$ cat src/rtl/jk_bank_ctrl_pkg.sv
// Shared definitions for the JK bank controller: op codes, FSM states and
// the command-length width.
package jk_bank_ctrl_pkg;

  localparam int LEN_W = 8;

  localparam logic [2:0] OP_HOLD    = 3'd0;
  localparam logic [2:0] OP_LOAD    = 3'd1;
  localparam logic [2:0] OP_CLEAR   = 3'd2;
  localparam logic [2:0] OP_INC     = 3'd3;
  localparam logic [2:0] OP_DEC     = 3'd4;
  localparam logic [2:0] OP_SHL     = 3'd5;
  localparam logic [2:0] OP_TOGGLE  = 3'd6;
  localparam logic [2:0] OP_ILLEGAL = 3'd7;

  typedef enum logic [1:0] {
    ST_IDLE = 2'd0,
    ST_RUN  = 2'd1,
    ST_DONE = 2'd2
  } state_t;

  // LOAD and CLEAR always perform exactly one update regardless of length.
  function automatic logic op_is_single(input logic [2:0] op);
    return (op == OP_LOAD) || (op == OP_CLEAR);
  endfunction

endpackage

$ cat src/rtl/jk_cell.sv
// One bank bit: JK flip-flop with asynchronous active-low reset to 0.
module jk_cell (
  input  logic clk,
  input  logic reset_n,
  input  logic j_i,
  input  logic k_i,
  output logic q_o
);

  always_ff @(posedge clk or negedge reset_n) begin
    if (!reset_n) begin
      q_o <= 1'b0;
    end else begin
      case ({j_i, k_i})
        2'b00:   q_o <= q_o;
        2'b01:   q_o <= 1'b0;
        2'b10:   q_o <= 1'b1;
        default: q_o <= ~q_o;
      endcase
    end
  end

endmodule

$ cat src/rtl/jk_bank_ctrl.sv
// Command-driven controller for a bank of WIDTH JK cells: latches a command,
// drives per-bit J/K for the requested number of updates, then pulses done.
//
// state   | meaning
// --------+--------------------------------------------------------------
// IDLE    | ready for a command; all cells see J=K=0
// RUN     | one bank update per cycle until count exhausted or abort
// DONE    | single-cycle completion pulse, then back to IDLE
module jk_bank_ctrl
  import jk_bank_ctrl_pkg::*;
#(
  parameter int WIDTH = 8
) (
  input  logic             clk,
  input  logic             reset_n,
  input  logic             cmd_valid,
  output logic             cmd_ready,
  input  logic [2:0]       cmd_op,
  input  logic [WIDTH-1:0] cmd_data,
  input  logic [LEN_W-1:0] cmd_len,
  input  logic             abort,
  output logic [WIDTH-1:0] q,
  output logic             busy,
  output logic             done,
  output logic             wrap,
  output logic             err
);

  state_t             state_q, state_d;
  logic [2:0]         op_q, op_d;
  logic [WIDTH-1:0]   data_q, data_d;
  logic [LEN_W-1:0]   cnt_q, cnt_d;
  logic               err_q, err_d;
  logic               wrap_q, wrap_d;

  logic               accept;
  logic               upd;
  logic [WIDTH-1:0]   inc_t, dec_t, shl_in;
  logic [WIDTH-1:0]   jv, kv;

  assign accept = cmd_valid && cmd_ready;

  // ---------------------------------------------------------------- FSM
  always_ff @(posedge clk or negedge reset_n) begin
    if (!reset_n) begin
      state_q <= ST_IDLE;
    end else begin
      state_q <= state_d;
    end
  end

  always_comb begin
    state_d = state_q;
    case (state_q)
      ST_IDLE: begin
        if (accept) begin
          state_d = (cmd_op == OP_ILLEGAL) ? ST_DONE : ST_RUN;
        end
      end
      ST_RUN: begin
        // A count of 1 means this edge performs the final update.
        if (abort || (cnt_q <= 8'd1)) begin
          state_d = ST_DONE;
        end
      end
      ST_DONE: state_d = ST_IDLE;
      default: state_d = ST_IDLE;
    endcase
  end

  always_comb begin
    cmd_ready = (state_q == ST_IDLE);
    busy      = (state_q == ST_RUN);
    done      = (state_q == ST_DONE);
    upd       = (state_q == ST_RUN) && !abort && (cnt_q != '0);
  end

  // ----------------------------------------------------- command datapath
  always_comb begin
    op_d   = op_q;
    data_d = data_q;
    cnt_d  = cnt_q;
    err_d  = err_q;
    wrap_d = upd && (((op_q == OP_INC) && (&q)) || ((op_q == OP_DEC) && (~|q)));
    if (accept) begin
      op_d   = cmd_op;
      data_d = cmd_data;
      if (cmd_op == OP_ILLEGAL) begin
        cnt_d = '0;
        err_d = 1'b1;
      end else if (op_is_single(cmd_op)) begin
        cnt_d = 8'd1;
      end else begin
        cnt_d = cmd_len;
      end
    end else if (upd) begin
      cnt_d = cnt_q - 8'd1;
    end
  end

  always_ff @(posedge clk or negedge reset_n) begin
    if (!reset_n) begin
      op_q   <= OP_HOLD;
      data_q <= '0;
      cnt_q  <= '0;
      err_q  <= 1'b0;
      wrap_q <= 1'b0;
    end else begin
      op_q   <= op_d;
      data_q <= data_d;
      cnt_q  <= cnt_d;
      err_q  <= err_d;
      wrap_q <= wrap_d;
    end
  end

  assign err  = err_q;
  assign wrap = wrap_q;

  // ------------------------------------------------------ J/K decode
  // Prefix ANDs: bit i toggles on INC when all lower bits are 1, on DEC
  // when all lower bits are 0.
  always_comb begin
    inc_t    = '0;
    dec_t    = '0;
    inc_t[0] = 1'b1;
    dec_t[0] = 1'b1;
    for (int i = 1; i < WIDTH; i++) begin
      inc_t[i] = inc_t[i-1] & q[i-1];
      dec_t[i] = dec_t[i-1] & ~q[i-1];
    end
  end

  assign shl_in = {q[WIDTH-2:0], data_q[0]};

  always_comb begin
    jv = '0;
    kv = '0;
    if (upd) begin
      case (op_q)
        OP_LOAD: begin
          jv = data_q;
          kv = ~data_q;
        end
        OP_CLEAR: begin
          jv = '0;
          kv = '1;
        end
        OP_INC: begin
          jv = inc_t;
          kv = inc_t;
        end
        OP_DEC: begin
          jv = dec_t;
          kv = dec_t;
        end
        OP_SHL: begin
          jv = shl_in;
          kv = ~shl_in;
        end
        OP_TOGGLE: begin
          jv = data_q;
          kv = data_q;
        end
        default: begin
          jv = '0;
          kv = '0;
        end
      endcase
    end
  end

  // ------------------------------------------------------ bank
  for (genvar gi = 0; gi < WIDTH; gi++) begin : g_cell
    jk_cell u_cell (
      .clk     (clk),
      .reset_n (reset_n),
      .j_i     (jv[gi]),
      .k_i     (kv[gi]),
      .q_o     (q[gi])
    );
  end

endmodule

$ cat config.mk
export PLATFORM = sky130hd
export DESIGN_NAME = jk_bank_ctrl
export DESIGN_NICKNAME = d
export VERILOG_FILES = /design/src/rtl/jk_bank_ctrl_pkg.sv /design/src/rtl/jk_cell.sv /design/src/rtl/jk_bank_ctrl.sv
export SDC_FILE = /design/constraint.sdc
export NUM_CORES = 1
export LEC_CHECK = 0
export ABC_AREA = 1
export ABC_CLOCK_PERIOD_IN_PS = 1930
export CORE_ASPECT_RATIO = 1.75
export CORE_MARGIN = 2
export CORE_UTILIZATION = 50
export DETAILED_ROUTE_END_ITERATION = 6
export GPL_TIMING_DRIVEN = 0
export PLACE_DENSITY = 0.77
export SLEW_MARGIN = 40
export SYNTH_ARGS = -nofsm -noshare
export SYNTH_HDL_FRONTEND = slang
export SYNTH_SLANG_ARGS = --single-unit
$ cat constraint.sdc
create_clock -name clk -period 1.93 [get_ports clk]
set_input_delay 0.2895 -clock clk [delete_from_list [all_inputs] [get_ports clk]]
set_output_delay 0.2895 -clock clk [all_outputs]
set_load 0.05 [all_outputs]
Word level (Yosys, flattened, before mapping). Index checks and enable logic that the tools add are counted.

Register bits after elaboration: 31. Bits of input ports: 23. Logic and storage cells: 114.

Add/subtract/negate cells: 1. Magnitude comparators: 1. Equality and inequality tests: 29. Muxes and demuxes: 20. Bitwise logic cells: 22. Reductions and logical operators: 27.

Operators by type and width (count): 8-bit two-way mux (6); 8-bit one-hot mux with 6 select lines (1); 8-bit one-hot mux with 4 select lines (1); 1-bit one-hot mux with 3 select lines (8); 2-bit by 1-bit equality test with 1-bit output, second input constant (9); 2-bit equality test, second input constant (9); 2-bit logical NOT (9); 8-bit inverter (2); 1-bit bitwise AND (12); 3-bit equality test, second input constant (4); 3-bit by 2-bit equality test with 1-bit output, second input constant (3); 8-bit by 1-bit <= comparator with 1-bit output, second input constant (1); 1-bit inverter (8); 8-bit AND reduction (1); 8-bit nonzero test (1); 8-bit OR reduction (1); 8-bit by 1-bit subtractor with 8-bit output, second input constant (1); 3-bit by 1-bit equality test with 1-bit output, second input constant (2); 1-bit logical AND (6); 2-bit two-way mux (3); 2-bit by 1-bit inequality test with 1-bit output, second input constant (2); 2-bit one-hot mux with 2 select lines (1); 2-bit AND reduction (2); 1-bit logical OR (3); 3 further kinds (4).

Logic depth before layout (Yosys ltp). Gate-level depths: netlist (run 1).

Depth in word-level cells: 11. Depth in mapped cells: 15. Gate-level depth less buffers: 14.

By module. From an unflattened synthesis (run 1), not the netlist that was laid out.

Cell total of the unflattened synthesis: 401. Area total of the unflattened synthesis: 2539.9 sq um.

Modules (own cells, without submodules): jk_bank_ctrl (instances 1, cells an instance 297, area each 1829.3 sq um, sequential area each 575.6 sq um); jk_cell (instances 8, cells an instance 13, area each 88.8 sq um, sequential area each 25.0 sq um).

Worst setup path after synthesis (run 1). OpenSTA, ideal clock, no wires.

Path kind: reg-to-reg. From: register cnt_q[0]. To: register g_cell[1].u_cell.q_o. Setup time: 126 ps. Data arrival time: 1802 ps. Path slack: 2 ps. Cell stages (with the launch flop): 15. Buffers on the path: 1. Clock period less this slack: 1928 ps. Cells stage by stage: dfrtp_1 > inv_1 > ha_1 > inv_1 > nor2_1 > nand2_1 > inv_1 > nand2_1 > nand2_2 > inv_2 > buf_6 > o21ai_0 > ha_1 > a21oi_1 > o21ai_0.

Word-level cells in the longest chain between the ends: 5. Elaborated cells between the ends (all ways): 8. Classes of those cells: eq/ne: 2; mux: 3; reduce/logical: 3.

RTL lines: from (decl) (RTL line jk_bank_ctrl.sv:32) `logic [LEN_W-1:0] cnt_q, cnt_d;`; from (signal assigned) (RTL line jk_bank_ctrl.sv:111) `cnt_q <= cnt_d;`; 8-bit nonzero test (*) (RTL line jk_bank_ctrl.sv:75) `upd = (state_q == ST_RUN) && !abort && (cnt_q != '0);`; 1-bit logical AND (*) (RTL line jk_bank_ctrl.sv:75); 8-bit two-way mux (RTL line jk_bank_ctrl.sv:139) `if (upd) begin`; 2-bit equality test, or another cell as far along (RTL line jk_cell.sv:14) `case ({j_i, k_i})`; 1-bit one-hot mux with 3 select lines (RTL line jk_cell.sv:14); to (signal assigned) (RTL line jk_cell.sv:15) `2'b00: q_o <= q_o;`; to (signal assigned) (RTL line jk_cell.sv:18) `default: q_o <= ~q_o;`; to (decl) (RTL line jk_cell.sv:7) `output logic q_o`.

Mark *: on every way between the ends. The rest lies on a longest branch, timed or not. A chain may end at the register's enable or synchronous reset.

Final worst setup path (run 1).
From: register cnt_q[1]. To: register g_cell[0].u_cell.q_o.

Word-level cells in the longest chain between the ends: 5. Elaborated cells between the ends (all ways): 8. Classes of those cells: eq/ne: 2; mux: 3; reduce/logical: 3.

RTL lines (RTL line): 8-bit nonzero test (*) (jk_bank_ctrl.sv:75); 1-bit logical AND (*) (jk_bank_ctrl.sv:75); 8-bit two-way mux (jk_bank_ctrl.sv:139); 2-bit equality test, or another cell as far along (jk_cell.sv:14); 1-bit one-hot mux with 3 select lines (jk_cell.sv:14); to (signal assigned) (jk_cell.sv:15); to (signal assigned) (jk_cell.sv:18); to (decl) (jk_cell.sv:7).

Marked as above.

==> qor.txt, run 1 <==
Status: complete, but fails checks
Failing checks: negative setup slack
CP max-delay cell: dfrtp_1
Register area: 783 µm²
Final instance area: 3660 µm²
CP Max Fanout: 5
RSZ-0062 raised after global routing: true
Startpoint types: flop
Pre-CTS WS: -426 ps
Tmin final: 1930 ps
Met2 wire length: 3.93 mm
Worst stage delay on the critical path: 380 ps
Uppermost layer routed: met4
Synth Net Count: 423
Slew @ Worst Pin: 505 ps
Vias in the first global route: 2,665
Max-cap viol count: 0
Setup TNS: -0.821 ps
Placed Cells: 472
Slew margin rel.: 0.663
Seq/Total Area, Yosys: 0.307
Row count: 34
Largest net degree at the start of global routing: 24
Gate Count Post-Synth: 382
WS Path Type: flop to flop
Number of synthesis warnings: 0
Distinct cell type count after synthesis: 27
#FFs+latches synth: 31
DRT iter0 DRCs: 105
Clk sinks: 31
Total Power: 6.12 mW
Slew Viols, Final: 0
Ant diodes: 0
Area Overhead vs Synth: 45.0%
Pwr Density: 1670 nW/µm²
Metal-1 WL: 2.63 mm
Die H: 98.0 µm
CP required: 2110 ps
Clock Tree Buf Depth: 2
Final worst slack: -0.821 ps
CP endpoint kind: flop
First-pass GRT wire length: 11.7 mm
Syn_area_per_cell: 6.61 µm²
Met3 routed WL: 252 µm
GRT overflow: 0
Clk slew on worst S/H paths: 80 ps
Routed Antenna Nets: 0
CP arrival: 2110 ps
CTS tree: done
Vias: 2,731
Avg WL per Cell: 14.7 µm
Multi-input logic area: 1840 µm²
Initial Utilization: 0.511
Core area: 4930 µm²
Crit path max-delay family: adder cells
Final clock skew: 6.95 ps
Routability cong.: 0.923
Peak VDD IR: 1.36 mV
Die footprint: 5650 µm²
Nets: 489
Ports: 36
Port Buf Inserts: 35
CP cell instances: inv_2, ha_4, inv_4, nor2_4, nand2_2, inv_2, nand2_2, nand2_4, inv_8, buf_12, nand2_4, ha_4, nor2_2, a21oi_1, o21ai_1
Die X: 57.7 µm
WL final: 7.39 mm
Clk_lat worst skew: 290 ps
CTS Buf Count: 5
Fmax: 518 MHz
# H-tree levels: 2
Final Setup Violations: 1
Finished Layout Cells: 503
Placement Cell Area: 2960 µm²
Antenna violations before repair: 0
Layout cell share with drive strength beyond 1: 0.292
Placed wire-length estimate: 4.90 mm
Hold slack: 405 ps
Hold Fails Final Rpt: 0
Final worst path period share: 1.00
Leakage: 1.82 nW
DRC violations left: 0
Gr usage total: 0.262
First-pass DRT Iterations: 4
FILL cells: 375
Worst min path class: primary input to asynchronous set/reset pin
Clock root cell: clkbuf_8
Post-layout util: 0.742
CP Buf/Inv Count: 5
Synthesized area: 2520 µm²
Drt via density: 5.43
flip-flops by register name (all words and copies together) (netlist names):
signal and count:
cnt_q 8, data_q 8, g_cell.u_cell.q_o 8, op_q 3, state_q 2, err 1, wrap 1
layer usage:
layer / vias to the layer above / GRT usage
li1: 1348 / -
met3: 39 / 0.0437
met4: 0 / 0.208
met1: 1249 / 0.255
met5: - / 0
met2: 95 / 0.465
path summary, 6_finish.rpt:
check                           startpoint                    to  slack (ps)  depth (start not counted)
worst min-delay path               reset_n  g_cell[7].u_cell.q_o         400                          2
worst max register to register    cnt_q[1]  g_cell[0].u_cell.q_o        -0.8                         15
worst max-delay path              cnt_q[1]  g_cell[0].u_cell.q_o        -0.8                         15
max in group asynchronous          reset_n               op_q[1]        1100                          3
worst min register to register         err                   err         480                          1
min in group clk                       err                   err         480                          1
Yosys cell counts:
master      n  area share
inv_1      29       0.043
buf_4      10       0.030
nor2_4      4       0.018
nand3_1    18       0.036
o211ai_1    1      0.0030
o21bai_1    1      0.0030
o21ai_1     1      0.0020
a21oi_1    15       0.030
clkbuf_1    1      0.0015
buf_2       2      0.0040
nand2_2     2      0.0050
nand4_1     3      0.0074
nor2_1     56       0.083
nand2_4     3       0.013
buf_6       1      0.0045
o21ai_0    35       0.069
ha_1       18       0.089
dfrtp_1    31        0.31
o22ai_1     2      0.0050
nor3_1      4      0.0079
nand3b_1    1      0.0030
nand3_2     2      0.0079
or2_2       1      0.0025
o21ai_2     5       0.017
nor2_2      5       0.012
inv_2       7       0.010
nand2_1   124        0.18
what timing repair did:
| item | 4_1_cts | 5_1_grt |
|---|---|---|
| pin swaps | 12 | 23 |
| setup endpoints to repair | 18 | 13 |
| endpoints found under the hold margin | 8 | 0 |
| hold buffers | 1 | 0 |
| buffers inserted | 13 | 9 |
| cloned | 2 | 0 |
| gates resized for setup | 44 | 84 |
report_power, final:
group          total, mW  leakage (nW)  internal [mW]  switching, mW
combinational       4.04          1.38           1.56           2.49
clock              0.697        0.0612          0.418          0.279
sequential          1.38         0.380          0.958          0.421
cell families after synthesis:
logic type                 share of synthesized area
AOI/OAI and AO/OA                              0.129
buffers and inverters                         0.0932
and+or+nand+nor                                0.381
DFF                                            0.307
adders and majority gates                     0.0892
area by class of cell:
| type | count | area share |
|---|---|---|
| flip-flops and latches | 31 | 0.214 |
| plain buffers | 13 | 0.0287 |
| repair inverters | 1 | 0.00308 |
| multi-input cells | 301 | 0.504 |
| well taps | 54 | 0.0185 |
| clock buffers | 6 | 0.0226 |
| repair buffers | 59 | 0.158 |
| clock inverters | 2 | 0.00957 |
| inverters | 36 | 0.0424 |
cell usage in the layout (no fill, tap or decap), types with 8 or more instances in the layout:
master           instances
a21oi_1                 11
buf_4                   26
clkdlybuf4s50_1         23
dfrtp_1                 25
dlygate4sd2_1           10
ha_4                     9
inv_1                   24
nand2_1                110
nand2_4                 12
nand3_1                 17
nor2_1                  46
nor2_2                   8
nor2_4                  11
o21ai_0                 16
o21ai_1                 14
o21ai_2                  8
(Power assumes the default switching activity.)
==> inputs of run 2 (changes only) <==
--- a/config.mk
+++ b/config.mk
@@ -6,14 +6,14 @@
 export NUM_CORES = 1
 export LEC_CHECK = 0
 export ABC_AREA = 1
-export ABC_CLOCK_PERIOD_IN_PS = 1930
+export ABC_CLOCK_PERIOD_IN_PS = 2320
 export CORE_ASPECT_RATIO = 1.75
 export CORE_MARGIN = 2
 export CORE_UTILIZATION = 50
 export DETAILED_ROUTE_END_ITERATION = 6
 export GPL_TIMING_DRIVEN = 0
-export PLACE_DENSITY = 0.77
-export SLEW_MARGIN = 40
+export MAX_ROUTING_LAYER = met4
+export PLACE_DENSITY = 0.74
 export SYNTH_ARGS = -nofsm -noshare
 export SYNTH_HDL_FRONTEND = slang
 export SYNTH_SLANG_ARGS = --single-unit
==> constraint.sdc (replaced) <==
create_clock -name clk -period 2.32 [get_ports clk]
set_input_delay 0.348 -clock clk [delete_from_list [all_inputs] [get_ports clk]]
set_output_delay 0.348 -clock clk [all_outputs]
set_load 0.05 [all_outputs]
==> run 2 against run 1 <==
The flow now finishes without violations. Clock skew up 3.5 ps. Power down 31%. Critical path type unchanged. Largest power group unchanged. Combinational power down 33%.
==> qor.txt, run 2 (synthesis gave the netlist of run 1 again) <==
Tmin final: 2160 ps
WL final: 6.46 mm
WS Path Type: flop to flop
FILL cells: 481
CP required: 2480 ps
Commonest non-fill, non-tap cell in the layout: nand2_1
Clk slew on worst S/H paths: 80 ps
CP cell instances: inv_2, ha_1, inv_1, nor2_2, nand2_2, inv_1, nand2_2, nand2_4, inv_8, buf_4, o21ai_0, ha_1, a21oi_1, o21ai_1
Leakage: 1.56 nW
Top Registers: cnt_q: 8 flops, data_q: 8 flops, g_cell.u_cell.q_o: 8 flops
Core area: 4930 µm²
Die X: 57.7 µm
Crit path max-delay family: adder cells
Placement Cell Area: 2940 µm²
RSZ-0062 raised after global routing: false
Peak VDD IR: 0.909 mV
Final instance area: 3100 µm²
Ports: 36
Placed Cells: 471
Worst min path class: primary input to asynchronous set/reset pin
Hold Fails Final Rpt: 0
Initial Utilization: 0.511
CP max-delay cell: dfrtp_1
Drt via density: 5.23
Die footprint: 5650 µm²
CP endpoint kind: flop
Largest net degree at the start of global routing: 32
Status: completed
# H-tree levels: 2
Startpoint types: flop
Max-cap viol count: 0
Vias in the first global route: 2,574
Clock Tree Buf Depth: 2
CP Buf/Inv Count: 5
Row count: 34
Clk_lat worst skew: 280 ps
Area Overhead vs Synth: 23.0%
Gr usage total: 0.246
Worst stage delay on the critical path: 430 ps
CP Max Fanout: 8
Die H: 98.0 µm
Clock root cell: clkbuf_8
Final Setup Violations: 0
Ant diodes: 0
Most frequent cells in the layout: nand2_1 (122), nor2_1 (55), clkdlybuf4s50_1 (34)
Pwr Density: 1370 nW/µm²
Antenna violations before repair: 0
Clk sinks: 31
GRT overflow: 0
Port Buf Inserts: 35
Routed Antenna Nets: 0
Finished Layout Cells: 486
Slew margin rel.: 0.521
Fmax: 462 MHz
First-pass GRT wire length: 10.8 mm
Vias: 2,544
Final worst path period share: 0.933
DRT iter0 DRCs: 122
Slew @ Worst Pin: 719 ps
Placed wire-length estimate: 4.83 mm
Avg WL per Cell: 13.3 µm
First-pass DRT Iterations: 4
CP arrival: 2330 ps
CTS Buf Count: 5
CTS tree: done
Routability cong.: 0.958
Total Power: 4.24 mW
Slew Viols, Final: 0
DRC violations left: 0
Final clock skew: 10.4 ps
Layout cell share with drive strength beyond 1: 0.141
Nets: 472
-- run 2: worst paths after layout --
check                               from  slack (ps)  cells after the start                   end
worst min register to register       err         480                      1                   err
worst max register to register  cnt_q[0]         160                     14  g_cell[5].u_cell.q_o
min in group clk                     err         480                      1                   err
worst max-delay path            cnt_q[0]         160                     14  g_cell[5].u_cell.q_o
worst min-delay path             reset_n         110                      1  g_cell[6].u_cell.q_o
max in group asynchronous        reset_n        1740                      1              cnt_q[7]
-- run 2: per-stage QoR --
step           setup WS, ps  utilization  TNS [ps]  hold WS [ps]
2_1_floorplan           392            -         0          52.4
3_3_place_gp          -51.5        0.596      -237           461
5_1_grt                19.5        0.629         0           187
6_report                156        0.629         0           113
3_5_place_dp           -134        0.595      -650           454
4_1_cts                12.7        0.613         0           148
-- run 2: power breakdown --
part / total, mW / switching (mW) / internal, mW
clock network: 0.425 / 0.214 / 0.211
logic: 2.71 / 1.71 / 1.00
registers: 1.10 / 0.314 / 0.787
-- run 2: layout make-up --
cell class / instances / area, µm² / share of cell area
Tap cell: 54 / 67.6 / 0.0218
Sequential cell: 31 / 776 / 0.250
Clock buffer: 7 / 76.3 / 0.0246
Inverter: 36 / 143 / 0.0460
Buffer: 14 / 100 / 0.0323
Clock inverter: 1 / 5.00 / 0.00161
Timing Repair Buffer: 42 / 398 / 0.128
Multi-Input combinational cell: 301 / 1540 / 0.496
-- run 2: per-layer routing --
metal  GRT usage  part of all wire
met1       0.228              0.37
met2       0.466              0.56
met3      0.0265             0.035
met4       0.132             0.036
met5           -                 0
-- run 2: what timing repair did --
action | in CTS | in global routing
setup endpoints to repair | 8 | 8
hold buffers | 0 | 0
gates resized for setup | 3 | 12
buffers inserted | 0 | 7
pin swaps | 0 | 5
==> inputs of run 3 (changes only) <==
--- a/config.mk
+++ b/config.mk
@@ -8,7 +8,7 @@
 export ABC_AREA = 1
 export ABC_CLOCK_PERIOD_IN_PS = 2320
 export CORE_ASPECT_RATIO = 1.75
-export CORE_MARGIN = 2
+export CORE_MARGIN = 3
 export CORE_UTILIZATION = 50
 export DETAILED_ROUTE_END_ITERATION = 6
 export GPL_TIMING_DRIVEN = 0
==> run 3 against run 2 <==
Non-clock buffer count is 4 lower. Die area is 5.6% higher. Register-to-register slack hardly changed. Cell area is 0.65% lower. Count of clock-buffer cells in the layout is 1 lower. Worst hold slack hardly changed. Global-route usage is 0.52 points lower. Combinational power is 2% lower. First-iteration DRC count is 47% lower.
==> qor.txt, run 3 (synthesis gave the netlist of run 1 again) <==
Vias in the first global route: 2,578
Clock Tree Buf Depth: 2
Routed Antenna Nets: 0
CP Max Fanout: 10
Metal-1 WL: 2.31 mm
Row count: 33
Placement Cell Area: 2930 µm²
Met2 wire length: 3.55 mm
CTS Hold Bufs: 0
Layout cell share with drive strength beyond 1: 0.136
WL final: 6.42 mm
Die H: 100 µm
Gr usage total: 0.241
Worst min path class: primary input to asynchronous set/reset pin
Slew @ Worst Pin: 725 ps
First-pass GRT wire length: 10.9 mm
Antenna violations before repair: 0
Initial Utilization: 0.527
Routability cong.: 0.906
Pwr Density: 1370 nW/µm²
Register area: 776 µm²
Top Registers: cnt_q: 8 flops, data_q: 8 flops, g_cell.u_cell.q_o: 8 flops
Nets: 469
Tmin final: 2160 ps
Post-layout util: 0.644
Placed wire-length estimate: 4.91 mm
Clk_lat worst skew: 280 ps
Die X: 59.7 µm
CTS tree: done
CP endpoint kind: flop
Max-cap viol count: 0
Crit. Startpoint: cnt_q[0]
FILL cells: 472
Final worst path period share: 0.929
First-pass DRT Iterations: 4
CTS Buf Count: 5
FF-to-FF Start: cnt_q[0]
# H-tree levels: 2
Clk slew on worst S/H paths: 70 ps
Avg WL per Cell: 13.4 µm
GRT overflow: 0
Vias: 2,565
DRT iter0 DRCs: 65
Port Buf Inserts: 35
Met3 routed WL: 194 µm
Fmax: 464 MHz
Slew Viols, Final: 0
Multi-input logic area: 1530 µm²
Hold slack: 113 ps
Final clock skew: 8.01 ps
Most frequent cells in the layout: nand2_1 (122), nor2_1 (55), clkdlybuf4s50_1 (34)
Peak VDD IR: 0.877 mV
Largest net degree at the start of global routing: 32
Register-to-Register Path Depth: 15
Die footprint: 5970 µm²
Uppermost layer routed: met4
Drt via density: 5.34
Clk sinks: 31
Startpoint types: flop
WS Path Type: flop to flop
Leakage: 1.55 nW
CP required: 2490 ps
CP arrival: 2330 ps
Final instance area: 3080 µm²
Area Overhead vs Synth: 22.2%
Core area: 4790 µm²
Ant diodes: 0
Hold Fails Final Rpt: 0
Status: completed
Final Setup Violations: 0
Commonest non-fill, non-tap cell in the layout: nand2_1
Ports: 36
DRC violations left: 0
Clock root cell: clkbuf_8
Slew margin rel.: 0.517
==> run 3: path summary, 6_finish.rpt <==
kind | end | slack (ps)
max | g_cell[1].u_cell.q_o | 160
min | g_cell[5].u_cell.q_o | 110
max reg2reg | g_cell[1].u_cell.q_o | 160
min reg2reg | err | 480
max in group asynchronous | op_q[0] | 1740
min in group clk | err | 480
==> run 3: report_power, final <==
part | internal (mW) | total (mW) | leakage, nW | switching (mW)
clock | 0.233 | 0.446 | 0.0470 | 0.213
combinational | 0.970 | 2.66 | 1.12 | 1.69
sequential | 0.787 | 1.10 | 0.387 | 0.317
total | 1.99 | 4.21 | 1.55 | 2.22
==> run 3: area by class of cell <==
| class | count | share of cell area |
|---|---|---|
| well taps | 52 | 0.0211 |
| clock buffers | 6 | 0.0268 |
| clock inverters | 1 | 0.00162 |
| multi-input cells | 302 | 0.497 |
| flip-flops and latches | 31 | 0.252 |
| inverters | 36 | 0.0463 |
| repair buffers | 38 | 0.123 |
| plain buffers | 14 | 0.0325 |
==> run 3: routing by layer <==
layer,up-vias,track usage
li1,1299,-
met1,1160,0.226
met2,75,0.440
met3,31,0.0283
met4,0,0.148
met5,-,-
==> run 3: worst max-delay path: stages (launching register included) <==
cell,delay [ps]
dfrtp_1,420
inv_2,80
ha_1,210
inv_1,70
nor2_2,40
nand2_2,80
inv_1,50
nand2_2,100
nand2_4,110
inv_8,100
buf_6,130
o21ai_0,110
ha_1,320
nor2_1,40
a21oi_1,130
o21ai_1,70
==> run 3: timing repair <==
| item | CTS | global route |
|---|---|---|
| gates cloned | 0 | 1 |
| pin swaps | 0 | 3 |
| setup endpoints to repair | 8 | 8 |
| setup buffers | 1 | 2 |
| gates resized for setup | 1 | 9 |
==> run 3: through the flow <==
step | setup TNS [ps] | power [mW] | std cells | setup slack [ps]
after floorplan | 0 | 2.98 | 382 | 392
after global placement | -23.4 | 3.61 | 469 | -16.5
after detailed placement | -243 | 3.66 | 469 | -50.5
after CTS | 0 | 4.15 | 477 | 9.18
after global routing | -3.26 | 4.63 | 480 | -3.26
final | 0 | 4.21 | 480 | 164
